<file path="src/rtl/uart_tx_fifo.sv">
// uart_tx_fifo: byte FIFO feeding a UART transmitter one frame at a time.
// Producers push at full clock rate; the drain FSM pops a byte only when the
// transmitter is idle and hands it over with a one-cycle tx_start pulse.
module uart_tx_fifo #(
  parameter int DEPTH_LOG2 = 4,
  parameter int BUSY_WAIT  = 2
) (
  input  logic                  clk,
  input  logic                  rst,
  input  logic                  wr_en,
  input  logic [7:0]            wr_data,
  input  logic                  tx_en,
  input  logic                  clr_ovf,
  output logic                  full,
  output logic                  empty,
  output logic [DEPTH_LOG2:0]   count,
  output logic                  overflow,
  output logic                  tx_start,
  output logic [7:0]            tx_data,
  input  logic                  tx_busy
);

  localparam int DEPTH = 1 << DEPTH_LOG2;
  localparam int TW    = $clog2(BUSY_WAIT + 1);

  localparam logic [DEPTH_LOG2:0]   CNT_ONE  = 1;
  localparam logic [DEPTH_LOG2:0]   CNT_FULL = DEPTH_LOG2'(0) | (DEPTH_LOG2+1)'(DEPTH);
  localparam logic [DEPTH_LOG2-1:0] PTR_ONE  = 1;
  localparam logic [TW-1:0]         TMR_ONE  = 1;
  localparam logic [TW-1:0]         TMR_LAST = TW'(BUSY_WAIT - 1);

  typedef enum logic [1:0] {
    IDLE      = 2'd0,
    LAUNCH    = 2'd1,
    WAIT_BUSY = 2'd2,
    WAIT_DONE = 2'd3
  } state_t;

  logic [7:0]            mem [DEPTH];
  logic [DEPTH_LOG2-1:0] wr_ptr_reg, rd_ptr_reg;
  logic [DEPTH_LOG2:0]   count_reg, count_next;
  logic                  full_reg, empty_reg, overflow_reg;
  logic                  tx_start_reg;
  logic [7:0]            tx_data_reg;
  state_t                state_reg, state_next;
  logic [TW-1:0]         timer_reg, timer_next;
  logic                  push, pop;

  // Pop decision uses registered status only, so a byte written into an
  // empty FIFO can never be popped on the same edge it is stored.
  assign push = wr_en && !full_reg;
  assign pop  = (state_reg == IDLE) && tx_en && !empty_reg && !tx_busy;

  // Occupancy after this edge's push/pop.
  always_comb begin
    count_next = count_reg;
    case ({push, pop})
      2'b10:   count_next = count_reg + CNT_ONE;
      2'b01:   count_next = count_reg - CNT_ONE;
      default: count_next = count_reg;
    endcase
  end

  // Storage array; no reset so it maps onto block RAM.
  always_ff @(posedge clk) begin
    if (push) mem[wr_ptr_reg] <= wr_data;
  end

  // Pointers, registered status flags and sticky overflow.
  always_ff @(posedge clk or negedge rst) begin
    if (!rst) begin
      wr_ptr_reg   <= '0;
      rd_ptr_reg   <= '0;
      count_reg    <= '0;
      full_reg     <= 1'b0;
      empty_reg    <= 1'b1;
      overflow_reg <= 1'b0;
    end else begin
      if (push) wr_ptr_reg <= wr_ptr_reg + PTR_ONE;
      if (pop)  rd_ptr_reg <= rd_ptr_reg + PTR_ONE;
      count_reg <= count_next;
      full_reg  <= (count_next == CNT_FULL);
      empty_reg <= (count_next == '0);
      // A dropped write wins over a simultaneous clear.
      if (wr_en && full_reg) overflow_reg <= 1'b1;
      else if (clr_ovf)      overflow_reg <= 1'b0;
    end
  end

  // Drain FSM next-state: launch, wait for busy (or give up), wait for idle.
  always_comb begin
    state_next = state_reg;
    timer_next = timer_reg;
    case (state_reg)
      IDLE: begin
        if (pop) state_next = LAUNCH;
      end
      LAUNCH: begin
        state_next = WAIT_BUSY;
        timer_next = '0;
      end
      WAIT_BUSY: begin
        // A transmitter that never reports busy must not stall the FIFO.
        if (tx_busy || timer_reg == TMR_LAST) state_next = WAIT_DONE;
        else                                  timer_next = timer_reg + TMR_ONE;
      end
      WAIT_DONE: begin
        if (!tx_busy) state_next = IDLE;
      end
      default: state_next = IDLE;
    endcase
  end

  // FSM state, wait timer and the launch handshake registers.
  always_ff @(posedge clk or negedge rst) begin
    if (!rst) begin
      state_reg    <= IDLE;
      timer_reg    <= '0;
      tx_start_reg <= 1'b0;
      tx_data_reg  <= 8'h00;
    end else begin
      state_reg    <= state_next;
      timer_reg    <= timer_next;
      tx_start_reg <= pop;
      if (pop) tx_data_reg <= mem[rd_ptr_reg];
    end
  end

  assign full     = full_reg;
  assign empty    = empty_reg;
  assign count    = count_reg;
  assign overflow = overflow_reg;
  assign tx_start = tx_start_reg;
  assign tx_data  = tx_data_reg;

endmodule
</file>
<file path="config.mk">
export PLATFORM = sky130hd
export DESIGN_NAME = uart_tx_fifo
export DESIGN_NICKNAME = d
export VERILOG_FILES = /design/src/rtl/uart_tx_fifo.sv
export SDC_FILE = /design/constraint.sdc
export NUM_CORES = 1
export LEC_CHECK = 0
export CAP_MARGIN = 20
export CORE_MARGIN = 5
export CORE_UTILIZATION = 25
export DETAILED_ROUTE_END_ITERATION = 10
export PLACE_DENSITY = 0.47
export SKIP_CTS_REPAIR_TIMING = 1
export SYNTH_ARGS = -nofsm -noshare
export SYNTH_HDL_FRONTEND = slang
export SYNTH_SLANG_ARGS = --single-unit
export TNS_END_PERCENT = 20
</file>
<file path="constraint.sdc">
create_clock -name clk -period 4.8 [get_ports clk]
set_input_delay 0.48 -clock clk [delete_from_list [all_inputs] [get_ports clk]]
set_output_delay 0.48 -clock clk [all_outputs]
set_load 0.02 [all_outputs]
</file>
=== After elaboration in Yosys (flattened, before gate mapping) ===
Memory sizes are Yosys's and may differ from the RTL's. A register that Yosys moved wholly into a read port is not among the register bits.
Cells that the tools add are included.

* Latch bits: 0
* Input port bits: 14
* RAM bits: 128
* Register bits: 21
* Word-level logic and storage cells: 53
* Bits in read-only memories: 0
* Output and inout bits: 17
* Memories: 1

* Magnitude comparators: 0
* Bitwise operators: 0
* Div/mod/pow operators: 0
* Reductions and logical operators: 16
* Multipliers: 0
* Shift-type cells: 0
* Mux-type cells: 11
* Add/sub/neg operators: 5
* Eq/ne operators: 11

{| class="wikitable"
|+ Memory list
! memory !! depth !! bits a word !! rd ports !! clocked after memory_dff !! write ports !! RTL line !! text
|-
| mem || 16 || 8 || 1 || 1 || 1 || 39 || <nowiki>logic [7:0] mem [DEPTH];</nowiki>
|}

{| class="wikitable"
|+ Operator list
! operator !! count
|-
| 5-bit case mux with 2 select lines || 1
|-
| 4-bit by 1-bit adder with 4-bit output, second input constant || 2
|-
| 2-bit two-way mux || 4
|-
| 2-bit != test, second input constant || 4
|-
| 2-bit case mux with 4 select lines || 1
|-
| 2-bit by 1-bit == test with 1-bit output, second input constant || 3
|-
| 2-bit == test, second input constant || 3
|-
| 5-bit by 1-bit adder with 5-bit output, second input constant || 1
|-
| 5-bit == test, second input constant || 1
|-
| 1-bit logical AND || 5
|-
| 5-bit logical NOT || 1
|-
| 5-bit by 1-bit subtractor with 5-bit output, second input constant || 1
|-
| 1-bit logical NOT || 4
|-
| 1-bit two-way mux || 4
|-
| 2-bit case mux with 2 select lines || 1
|-
| 2-bit nonzero test || 2
|-
| 3-bit AND reduction || 1
|-
| 2-bit by 1-bit adder with 2-bit output, second input constant || 1
|-
| 2-bit logical NOT || 1
|-
| 2-bit AND reduction || 1
|-
| 1-bit logical OR || 1
|}

=== Logic depth before layout (Yosys ltp) ===
Gate-level depths: netlist of the first run.

* Word-level depth: 7
* Mapped depth: 13

=== Worst setup path before layout of the first run ===
No wires, ideal clock.

* Kind: input to register
* Start: input wr_en
* End: register full_reg (netlist: full)
* Stages: 12
* Required time: 4.712 ns
* Library setup time: 0.088 ns
* Buffers on the path: 2
* Setup slack: 2.207 ns
* Data arrival time: 2.505 ns
* Path through: nor2b_1 -> clkbuf_1 -> inv_1 -> ha_1 -> clkbuf_1 -> xor2_1 -> ha_1 -> a21oi_1 -> xnor2_1 -> nor4bb_1 -> a21oi_1 -> nor3b_1

* Cells in the longest elaborated chain, start to end: 4

{| class="wikitable"
|+ Ends and longest elaborated chain
! what !! RTL line !! text
|-
| start: declaration || 10 || <nowiki>input logic wr_en,</nowiki>
|-
| 1-bit logical AND (*) || 51 || <nowiki>assign push = wr_en && !full_reg;</nowiki>
|-
| 2-bit by 1-bit == test with 1-bit output or 2-bit == test (tied branches) || 57 || <nowiki>case ({push, pop})</nowiki>
|-
| 5-bit case mux with 2 select lines (*) || 57 ||
|-
| 5-bit == test (*) || 82 || <nowiki>full_reg <= (count_next == CNT_FULL);</nowiki>
|-
| end signal: assignment || 82 ||
|-
| end: declaration || 42 || <nowiki>logic full_reg, empty_reg, overflow_reg;</nowiki>
|}

Every way passes the cells marked *; elsewhere a longest branch is shown, timed or not.
A chain may end at the register's enable or synchronous reset.

=== Final worst setup path of the first run ===
* Start: input wr_en
* End: register full_reg (netlist: full)

* Cells in the longest elaborated chain, start to end: 4

{| class="wikitable"
|+ Ends and longest elaborated chain
! what !! RTL line !! text
|-
| 1-bit logical AND (*) || 51 ||
|-
| 2-bit by 1-bit == test with 1-bit output or 2-bit == test (tied branches) || 57 ||
|-
| 5-bit case mux with 2 select lines (*) || 57 ||
|-
| net count_next[4] || 41 || <nowiki>logic [DEPTH_LOG2:0] count_reg, count_next;</nowiki>
|-
| 5-bit == test (*) || 82 ||
|}

The timed path passes the listed nets; every way through them passes the cells marked *.

==> impl_metrics.tcl, run 1 <==
set metrics [dict create \
    maxCapViolations 0 \
    cell_internal_pwr_mw 3.055 \
    syn-cell-area_um2 6512 \
    ys_types 39 \
    required_ns 5.13 \
    clkPwrFrac 0.290 \
    arrival_ns 3.41 \
    swShare 0.3137 \
    post-route-min-period_ns 3.078 \
    synth_top_cell_area_share 0.5902 \
    setup_tns_ns 0 \
    post-dp-hpwl_um 8480 \
    io_pins 31 \
    seq_power_share 0.443 \
    core-area_um2 25840 \
    drv_slew 0 \
    first_pass_iters 4 \
    crit_fanout 9 \
    final_core_util 0.2984 \
    finalCritPeriodShare 0.6412 \
    fp.dieH_um 171.4 \
    via_count 3165 \
    fin_skew_ns 0.01183 \
    syn_to_final_growth_pct 18.37 \
    clkLatencyLatePin_ns 0.42 \
    ys.flop_type "edfxtp_1" \
    cts.path.max_buffers 2 \
    fp-row-count 59 \
    p_leak_nw 2.600 \
    grt_usage 0.09787 \
    tightestPinTransition_ns 1.077 \
    io_buffer_count 30 \
    hold_class "in2async" \
    syn-num-nets 380 \
    die_x_um 171.4 \
    layout-drive-gt1-share 0.1562 \
    largest_reg_flops 128 \
    yosysWarnings 0 \
    max-vdd-ir-drop_mv 0.2861 \
    crit_start "wr_en" \
    antenna_found_initial 0 \
    cts_tree "yes" \
    end_kind "register" \
    cts_buffers 17 \
    critPathLaunchType "input pin" \
    timing.slew.headroom 0.2822 \
    synth.most_common_cell "edfxtp_1" \
    synth_area_per_cell_um2 18.50 \
    drc 0 \
    detail_route.wirelength_um 13560 \
    clock-sinks 157 \
    outcome "complete, no violations" \
    n_antenna_cell 0 \
    grt_pass1_wl_um 20930 \
    postRouteAntennaNets 0 \
    pwr-share-comb 0.266 \
    rsz0062_at_grt "false" \
    ys_seq_area_frac 0.7018 \
    cts_root_buf "clkbuf_16" \
    start_util 0.2521 \
    drtIter0Drc 210 \
    final-setup-viol-count 0 \
    routed_via_density 4.324 \
    htree_levels 4 \
    clkTransAtPathRegs_ns 0.06 \
    power.density_nw_per_um2 577.4 \
    overflow 0 \
    fp.dieArea_um2 29380 \
    p_sw_mw 1.396 \
    yosysTopAreaCell "edfxtp_1" \
    hold_violations 0 \
    fmaxAchievable_mhz 324.9 \
    gp_congestion 0.7198 \
    grt_max_degree 36 \
    fillCellCount 2537 \
    synth_common_cells "edfxtp_1 (128), dfrtp_1 (28), and2_1 (18), mux4_2 (18)" \
    crit_type "in2reg" \
    final_nets 413 \
    grt_pass1_vias 3480 \
    avgRoutedWirePerCell_um 18.53 \
    synth_area_leaders "edfxtp_1 (59%), dfrtp_1 (11%), mux4_2 (6.2%)" \
    syn_inst 352 \
    synth-async-reset-ratio 0.1847 \
    synth-edff-count 128 \
    worstReg2RegStart "state_reg[0]" \
    ys_seq_elements 157 \
    rr_worst_depth 13 \
]
==> critical path: stages <==
cell             delay (ns)
clkdlybuf4s50_1        0.47
nor2b_1                0.47
inv_1                  0.19
ha_1                   0.35
xor2_1                 0.20
ha_1                   0.24
o21ai_0                0.11
a221oi_1               0.31
o211ai_1               0.16
xnor2_1                0.23
nor3b_1                0.20
==> power groups by stage <==
| stage | Combinational [mW] | Clock (mW) | Sequential, mW |
|---|---|---|---|
| detailed placement | 1.21 | 0 | 2.01 |
| floorplan | 0.929 | 0 | 1.87 |
| finish | 1.19 | 1.29 | 1.97 |
| global placement | 1.19 | 0 | 2.00 |
| CTS | 1.22 | 1.32 | 1.98 |
| global route | 1.31 | 1.37 | 2.01 |
==> per-stage QoR <==
stage,area [µm²],cells,total power [mW],hold WS (ns),setup slack (ns)
floorplan,6513,352,2.802,0.1844,2.207
global placement,7144,701,3.185,0.5144,1.478
detailed placement,7144,701,3.217,0.5191,1.325
CTS,7709,732,4.515,0.4707,1.741
global route,7709,732,4.693,0.4988,1.373
finish,7709,732,4.451,0.4622,1.722
==> per-layer routing <==
metal / track usage / wire length, µm
met2: 0.1653 / 6831
met5: 0 / 0
met1: 0.1252 / 6183
met4: 0.02377 / 93
met3: 0.02758 / 455
==> path summary, 6_finish.rpt <==
path	end	slack, ns
worst min-delay path	overflow	0.46
worst max register to register	full	1.73
max in group asynchronous	empty	4.02
worst min register to register	count[4]	0.52
min in group clk	count[4]	0.52
worst max-delay path	full	1.72
==> kinds of logic (layout without fill, tap and decap cells) <==
group                    Yosys count  count (layout)  share of synthesized area
XOR/XNOR                          12              12                    0.01614
multiplexers                      49              49                     0.1466
buffers and inverters             27              72                    0.02190
AO/OA/AOI/OAI                     28              28                    0.03228
adder cells (fa/ha/maj)           14              14                    0.02690
AND/OR/NAND/NOR                   65              65                    0.05437
flip-flops                       157             157                     0.7018
==> layout make-up <==
type,count,area [µm²],area share
timing repair buffer,33,322.8,0.04188
tap,335,419.2,0.05437
clock buffer,19,432.9,0.05616
clock inverter,12,131.4,0.01704
multi-input combinational,168,1799,0.2334
inverter,8,30.03,0.003895
sequential,157,4573,0.5932
==> placed cells by master (no fill, tap or decap), types with 3 or more instances in the layout <==
cell	n
edfxtp_1	128
o21ai_0	8
and2_1	18
nor2b_1	4
xor2_1	3
nor2_1	6
buf_4	3
mux2_2	9
inv_1	8
ha_1	14
clkbuf_16	17
clkdlybuf4s50_1	30
nor3_1	11
nand2_1	13
mux2i_1	8
a221o_1	8
nor3b_1	4
clkinv_4	4
inv_8	3
mux4_2	18
dfrtp_1	26
xnor2_1	9
mux4_1	14
Note: power is estimated with default switching activity, not from simulation.
==> inputs of run 2 (changes only) <==
--- a/config.mk
+++ b/config.mk
@@ -9,7 +9,7 @@
 export CORE_MARGIN = 5
 export CORE_UTILIZATION = 25
 export DETAILED_ROUTE_END_ITERATION = 10
-export PLACE_DENSITY = 0.47
+export PLACE_DENSITY = 0.48
 export SKIP_CTS_REPAIR_TIMING = 1
 export SYNTH_ARGS = -nofsm -noshare
 export SYNTH_HDL_FRONTEND = slang
==> constraint.sdc (replaced) <==
create_clock -name clk -period 2.8 [get_ports clk]
set_input_delay 0.28 -clock clk [delete_from_list [all_inputs] [get_ports clk]]
set_output_delay 0.28 -clock clk [all_outputs]
set_load 0.02 [all_outputs]
==> impl_metrics.tcl, run 2 (synthesized netlist as in run 1, its figures left out) <==
set metrics [dict create \
    fp.dieArea_um2 29380 \
    rr_worst_depth 12 \
    maxCapViolations 0 \
    min_path_cells 2 \
    syn_to_final_growth_pct 19.63 \
    final-setup-viol-count 0 \
    drc 0 \
    detail_route.wirelength_um 13280 \
    htree_levels 4 \
    p_leak_nw 2.659 \
    finalCritPeriodShare 0.8878 \
    path_delay_family "adder cells" \
    arrival_ns 2.82 \
    setup_tns_ns 0 \
    clkLatencyLatePin_ns 0.42 \
    postRouteAntennaNets 0 \
    layout_common_cells "edfxtp_1 (128), clkdlybuf4s50_1 (29), dfrtp_1 (27)" \
    overflow 0 \
    fin_skew_ns 0.01212 \
    critPathMostFrequentCell "ha_1" \
    met3_usage 0.02965 \
    routed_via_density 4.346 \
    cp.depth 12 \
    largest_reg_flops 128 \
    io_buffer_count 30 \
    worstHoldStart "clr_ovf" \
    first_pass_iters 4 \
    use_met1 0.1271 \
    antenna_found_initial 0 \
    io_pins 31 \
    avgRoutedWirePerCell_um 17.90 \
    grt_usage 0.09589 \
    cts_tree "yes" \
    grt_pass1_wl_um 20700 \
    critPathLaunchType "register" \
    final_common_cell "edfxtp_1" \
    cpMaxStageDelayCell "dfrtp_1" \
    max-vdd-ir-drop_mv 0.4360 \
    fp-row-count 59 \
    power.density_nw_per_um2 983.9 \
    fp.dieH_um 171.4 \
    end_kind "register" \
    n_antenna_cell 0 \
    clkPwrFrac 0.288 \
    hold_class "in2reg" \
    core-area_um2 25840 \
    grt_pass1_vias 3486 \
    tightestPinTransition_ns 0.7354 \
    crit_buf_inv 2 \
    fmaxAchievable_mhz 402.3 \
    report.power.total_mw 7.665 \
    rsz0062_at_grt "false" \
    start_util 0.2521 \
    cpPeakStageDelay_ns 0.40 \
    cell_internal_pwr_mw 5.220 \
    swShare 0.3191 \
    r2r_slack_ns 0.31 \
    grt_max_degree 36 \
    timing.slew.headroom 0.5098 \
    use_met2 0.1524 \
    final_nets 422 \
    worstReg2RegStart "state_reg[0]" \
    crit_start "state_reg[0]" \
    required_ns 3.13 \
    cts_root_buf "clkbuf_16" \
    cts.path.max_buffers 2 \
    crit_type "reg2reg" \
    outcome "complete, no violations" \
    crit_fanout 4 \
    clkTransAtPathRegs_ns 0.07 \
    layout-drive-gt1-share 0.1794 \
    path_cells "inv_1 -> ha_1 -> nand3_1 -> inv_1 -> ha_1 -> xor2_1 -> ha_1 -> o21ai_0 -> a221oi_1 -> o211ai_1 -> xnor2_1 -> nor3b_1" \
    drv_slew 0 \
    busiest_layer "met2" \
    via_count 3225 \
    holdPathEnd "overflow" \
    clock-sinks 157 \
    pwr-share-comb 0.301 \
    drtIter0Drc 228 \
    gp_congestion 0.7201 \
    post-dp-hpwl_um 8354 \
    r2r_end "full" \
    post-route-min-period_ns 2.486 \
    p_sw_mw 2.446 \
    seq_power_share 0.411 \
    cts_buffers 17 \
    die_x_um 171.4 \
    final_core_util 0.3016 \
    hold_violations 0 \
]
[run 2: cell types whose count changed in the layout (fill, tap and decap cells not counted), sizes merged]
cell,delta
dlygate4sd3,+1
inv,+4
buf,+9
bufinv,-1
clkdlybuf4s50,-1
clkbuf,-2
[run 2: area by class of cell]
class,instances,area [µm²]
clock buffers,17,425.4
multi-input cells,168,1799
repair buffers,42,400.4
fillers,2549,18050
clock inverters,15,145.1
flip-flops and latches,157,4572
well taps,335,419.2
inverters,8,30.03
[run 2: power by group through the flow]
stage               clock network (mW)  logic, mW  registers [mW]
finish                            2.21       2.31            3.15
global route                      2.37       2.54            3.20
global placement                     0       2.33            3.18
detailed placement                   0       2.36            3.20
floorplan                            0       1.59            3.21
CTS                               2.27       2.37            3.15
[run 2: worst max path at each step]
stage | endpoint | slack (ns)
floorplan | full | 0.22
global placement | full | 0.14
detailed placement | full | 0.04
CTS | full | 0.28
global route | full | 0.07
finish | full | 0.31
[run 2: per-layer routing]
layer	vias to the layer above	share of wire
met1	1685	0.47
li1	1483	-
met2	46	0.48
met3	11	0.037
met5	-	0
met4	0	0.013
[run 2: stage by stage]
stage               std cells  hold WS [ns]  setup slack (ns)  cell area, µm²
CTS                       741      -0.07905            0.2833            7781
finish                    742        0.4382            0.3141            7791
global route              742        0.4562           0.06568            7791
floorplan                 352      -0.01559            0.2201            6513
global placement          709        0.3669            0.1387            7211
detailed placement        709        0.3860           0.03599            7211
